--- config.mk ---
export PLATFORM = sky130hd
export DESIGN_NAME = ifetch
export DESIGN_NICKNAME = d
export VERILOG_FILES = /design/src/rtl/ifetch.sv
export SDC_FILE = /design/constraint.sdc
export NUM_CORES = 1
export LEC_CHECK = 0
export CAP_MARGIN = 0
export CORE_AREA = 3 3 125 127
export CTS_CLUSTER_DIAMETER = 60
export DETAILED_ROUTE_END_ITERATION = 7
export DIE_AREA = 0 0 128 130
export MAX_ROUTING_LAYER = met4
export PLACE_DENSITY_LB_ADDON = 0.3
export REMOVE_ABC_BUFFERS = 1
export SLEW_MARGIN = 15
export SYNTH_ARGS = -nofsm -noshare
export SYNTH_HDL_FRONTEND = slang
export SYNTH_SLANG_ARGS = --single-unit
--- constraint.sdc ---
create_clock -name clk -period 2.7 [get_ports clk]
set_clock_uncertainty 0.2 [all_clocks]
set_input_delay 0.54 -clock clk [delete_from_list [all_inputs] [get_ports clk]]
set_output_delay 0.54 -clock clk [all_outputs]
set_load 0.02 [all_outputs]
--- src/rtl/ifetch.sv ---
// ifetch: instruction fetch stage.
// Assembles one 32-bit little-endian instruction from four byte reads on an
// arbitrated byte-wide memory port and presents it to decode as the is/pc pair.
// Restarts at npc whenever npc_e is seen at an edge.
//
// Ports:
//   clk      in   clock, rising edge
//   rst      in   synchronous active-low reset
//   stall    in   pipeline stall; freezes FSM and outputs, pending byte still captured
//   npc      in   redirect target
//   npc_e    in   redirect strobe, highest priority
//   mem_req  out  byte read request (from registered state only, gated by rst)
//   mem_a    out  byte address fa + cnt
//   mem_gnt  in   arbiter grant; req & gnt = accepted
//   mem_din  in   read data, valid the cycle after acceptance
//   pc       out  address of presented instruction + 4
//   is       out  presented instruction; 0 = bubble
module ifetch #(
    parameter logic [31:0] RST_PC = 32'h0
) (
    input  logic        clk,
    input  logic        rst,
    input  logic        stall,
    input  logic [31:0] npc,
    input  logic        npc_e,
    output logic        mem_req,
    output logic [31:0] mem_a,
    input  logic        mem_gnt,
    input  logic [7:0]  mem_din,
    output logic [31:0] pc,
    output logic [31:0] is
);

    typedef enum logic [1:0] {
        StFetch = 2'd0,
        StLast  = 2'd1,
        StHold  = 2'd2
    } state_e;

    state_e      state_q, state_d;
    logic [31:0] fa_q, fa_d;
    logic [1:0]  cnt_q, cnt_d;
    logic        inflight_q, inflight_d;
    logic [1:0]  lane_q, lane_d;
    logic [23:0] asm_q, asm_d;   // bytes 0..2 of the word being assembled
    logic [7:0]  b3_q, b3_d;     // byte 3, kept if LAST is stretched by stall
    logic [31:0] is_q, is_d;
    logic [31:0] pc_q, pc_d;
    logic        pres_q, pres_d; // is/pc currently show a freshly completed word

    logic        accept;
    logic [7:0]  byte3;

    // Stalled or redirected cycles do not take ownership of a granted byte;
    // the address is simply requested again later.
    assign accept = (state_q == StFetch) && mem_gnt && !stall && !npc_e;

    // Byte 3 arrives live in the first LAST cycle, otherwise it was parked in b3_q.
    assign byte3 = (inflight_q && (lane_q == 2'd3)) ? mem_din : b3_q;

    always_comb begin
        state_d    = state_q;
        fa_d       = fa_q;
        cnt_d      = cnt_q;
        inflight_d = inflight_q;
        lane_d     = lane_q;
        asm_d      = asm_q;
        b3_d       = b3_q;
        is_d       = is_q;
        pc_d       = pc_q;
        pres_d     = pres_q;

        // Capture of a pending byte happens in every cycle, stalled or not.
        if (inflight_q) begin
            unique case (lane_q)
                2'd0:    asm_d[7:0]   = mem_din;
                2'd1:    asm_d[15:8]  = mem_din;
                2'd2:    asm_d[23:16] = mem_din;
                default: b3_d         = mem_din;
            endcase
            inflight_d = 1'b0;
        end

        if (npc_e) begin
            fa_d       = npc;
            cnt_d      = 2'd0;
            inflight_d = 1'b0;
            is_d       = 32'h0;
            pres_d     = 1'b0;
            state_d    = StFetch;
        end else if (stall) begin
            // Only a stalled presentation parks in HOLD; a stalled fetch just waits.
            if ((state_q == StFetch) && pres_q) begin
                state_d = StHold;
            end
        end else begin
            is_d   = 32'h0;
            pres_d = 1'b0;
            unique case (state_q)
                StFetch: begin
                    if (accept) begin
                        inflight_d = 1'b1;
                        lane_d     = cnt_q;
                        cnt_d      = cnt_q + 2'd1;
                        if (cnt_q == 2'd3) begin
                            state_d = StLast;
                        end
                    end
                end
                StLast: begin
                    is_d       = {byte3, asm_q};
                    pc_d       = fa_q + 32'd4;
                    fa_d       = fa_q + 32'd4;
                    cnt_d      = 2'd0;
                    inflight_d = 1'b0;
                    pres_d     = 1'b1;
                    state_d    = StFetch;
                end
                StHold: begin
                    state_d = StFetch;
                end
                default: begin
                    state_d = StFetch;
                end
            endcase
        end
    end

    always_ff @(posedge clk) begin
        if (!rst) begin
            state_q    <= StFetch;
            fa_q       <= RST_PC;
            cnt_q      <= 2'd0;
            inflight_q <= 1'b0;
            lane_q     <= 2'd0;
            asm_q      <= 24'h0;
            b3_q       <= 8'h0;
            is_q       <= 32'h0;
            pc_q       <= 32'h0;
            pres_q     <= 1'b0;
        end else begin
            state_q    <= state_d;
            fa_q       <= fa_d;
            cnt_q      <= cnt_d;
            inflight_q <= inflight_d;
            lane_q     <= lane_d;
            asm_q      <= asm_d;
            b3_q       <= b3_d;
            is_q       <= is_d;
            pc_q       <= pc_d;
            pres_q     <= pres_d;
        end
    end

    assign mem_req = rst && (state_q == StFetch);
    assign mem_a   = rst ? (fa_q + {30'b0, cnt_q}) : 32'h0;
    assign pc      = pc_q;
    assign is      = is_q;

endmodule

==> impl_results.md <==
* Status: finished, violations left
* Failing checks: setup timing
* Wire length per cell at 19.60 um
* Placed Cells at 1,175
* Post-Route WL at 24,380 um
* Chip Height at 130 um
* Clk root buf: clkbuf_16
* Clk Latency, worst-skew pair at 0.42 ns
* CTS tree: yes
* Final period util at 117.0%
* First-pass GRT wire length at 35,670 um
* Slowest Stage Delay on Critical Path at 0.50 ns
* Rel. slew slack at 55.81%
* Worst hold-check path type: input pin to flop
* Syn avg cell area at 8.354 um2
* PwrDens at 476.3 nW/um2
* Synth Register Bits at 136
* Crit Path Max Fanout at 6
* Syn Inst Count at 819
* Initial Util at 47.07%
* Die Wd at 128 um
* Num ports at 142
* Setup tns final at -6.253 ns
* Most frequent cells in the layout: 135 x buf_4, 115 x dfxtp_1, 112 x nor2_1, 109 x clkdlybuf4s50_1, 53 x o21ai_0
* Number of global-route vias before repair at 6,934
* Endpoint type of the worst setup path: output pin
* Initial antenna violation count at 0
* CP Launch Type: flop
* Area grow syn2layout at 54.32%
* Worst vdd ir at 0.5198 mV
* Final worst slack at -0.4594 ns
* DRT Pass-1 Iters at 5
* Main synth FF type: dfxtp_1
* Largest net degree at the start of global routing at 38
* Hold WS at 0.2180 ns
* Pre-CTS setup slack at -0.5690 ns
* Layout cell share with drive strength beyond 1 at 30.38%
* Vias at 7,534
* Final Hold Fails at 0
* Post-Syn Area at 6842 um2
* TritonCTS Buffers at 17
* RSZ-0062 raised after global routing: true
* Port Buffers at 141
* Crit-path slowest cell: or4_4
* DRC errors left at 0
* RD Place Congestion at 0.9530
* Worst Path Required at 1.96 ns
* Least-Margin Pin Slew at 0.6609 ns
* Max-Cap Viols at 0
* Global-route congestion overflow total at 0
* Most common cell after layout, fill and taps aside: buf_4
* Worst endpoint data arrival time at 2.42 ns
* Crit Path Class: flop to output pin
* Gr usage total at 27.46%
* Fmax at 316.5 MHz
* Final HPWL DP at 15,150 um
* H-tree Lvls at 4
* Non-filler cells, final at 1,244
* Async SR Flop Fraction at 0%
* Vias per inst at 6.056
* Total power at 5.029 mW
* Tmin final at 3.159 ns
* P_leak at 4.063 nW
* Row cnt at 44
* Num Clock Sinks at 136
* Endpoints failing setup at 27
* Number of flops mapped to enable cells by yosys at 0
* 1st-iter DRT viols at 829
* N_diodes at 0
* Clock transition at path regs at 0.07 ns
* Fin nets at 1,097
* Seq/Total Area, Yosys at 39.80%
* Core area at 14,530 um2
* Crit-path cells: ha_4, nand3_2, buf_6, or4_4, or4_4, a21oi_2, buf_6
* Slew Viols, Final at 0
* Hold buffers post-CTS at 0
* CTS Buffer Depth at 2
* DRT antenna net count at 0
* Synth unique cells at 58
* Die footprint at 16,640 um2
* YS warnings at 0
==> worst max-delay path, delay by kind of cell (launching register included) <==
kind            cells  cell delay [ns]
buf+inv             2             0.30
simple gates        3             1.05
fa+ha+maj           1             0.14
flops               1             0.36
compound gates      1             0.15
==> flip-flops by register name (all words and copies together) (netlist names) <==
name / cells
is: 32
state_q: 2
pc: 32
pres_q: 1
fa_q: 32
cnt_q: 2
b3_q: 8
inflight_q: 1
asm_q: 24
lane_q: 2
==> final cells by class <==
cell class / count / area, um2
Multi-Input combinational cell: 582 / 4126
Clock buffer: 17 / 425.4
Sequential cell: 136 / 2766
Tap cell: 184 / 230.2
Timing Repair Buffer: 302 / 2796
Fill cell: 1039 / 3976
Inverter: 8 / 35.03
Clock inverter: 15 / 177.7
==> timing repair <==
item / 4_1_cts / 5_1_grt
pin swaps: 28 / 30
endpoints found under the setup margin: 31 / 30
cloned: 0 / 0
endpoints found under the hold margin: 0 / 0
gates resized for setup: 233 / 65
buffers inserted: 19 / 21
==> stage by stage <==
step | util (%) | area, um2
global route | 72.64 | 10560
floorplan | - | 6437
CTS | 70.02 | 10180
global placement | 62.59 | 9096
detailed placement | 62.59 | 9096
finish | 72.64 | 10560
==> worst paths after layout <==
kind / startpoint / end / slack [ns] / cells past startpoint
setup / recovery: fa_q[3] / mem_a[18] / -0.46 / 7
hold / removal: rst / fa_q[16] / 0.22 / 3
setup reg to reg: fa_q[2] / fa_q[17] / 0.16 / 6
hold reg to reg: pc[3] / pc[3] / 0.26 / 2
==> synthesized netlist by cell type (5+ instances only) <==
cell type  instances  share of area (%)
o21ai_0           53                3.9
nand4_1           18                1.6
or3_1             17                1.6
nand3_1           22                1.6
o31ai_1           15                1.6
and4_1             7               0.90
xor2_1            10                1.3
or4_1             19                2.1
a2bb2oi_1          8                1.0
dfxtp_1          136                 40
a31oi_1           13                1.2
mux2i_1           47                6.9
buf_2             13               0.95
nand2b_1          12                1.1
clkbuf_1          65                3.6
nor2_1           113                6.2
nor4_1            19                1.7
nand2_1           36                2.0
inv_1              7               0.38
a211oi_1          14                1.5
a22oi_1           25                2.7
a311oi_1          14                1.8
a21oi_1           28                2.0
nor3b_1            5               0.55
o41ai_1            5               0.64
xnor2_1           19                2.4
nor3_1            17                1.2
buf_1              8               0.44
==> kinds of logic after synthesis <==
group,synth area share [%]
xor+xnor,3.712
compound gates,17.96
buf+inv,6.346
mux,6.876
simple gates,24.29
flops,39.80
fa+ha+maj,1.024
==> per-layer routing <==
metal	share of wire (%)	vias up	wire length, um	global-route usage, %
li1	-	3448	-	-
met1	39	3558	9502	33.50
met2	48	434	11690	45.26
met3	9.1	94	2210	5.853
met4	4.0	0	979	9.551
met5	0	-	0	-
==> report_power, final <==
group | switching [mW] | internal (mW) | leakage, nW
Sequential | 0.0404 | 2.04 | 1.11
Combinational | 0.305 | 0.277 | 2.65
Clock | 1.04 | 1.33 | 0.297
Total | 1.38 | 3.65 | 4.06
No activity file was read; power rests on OpenSTA's default activity.
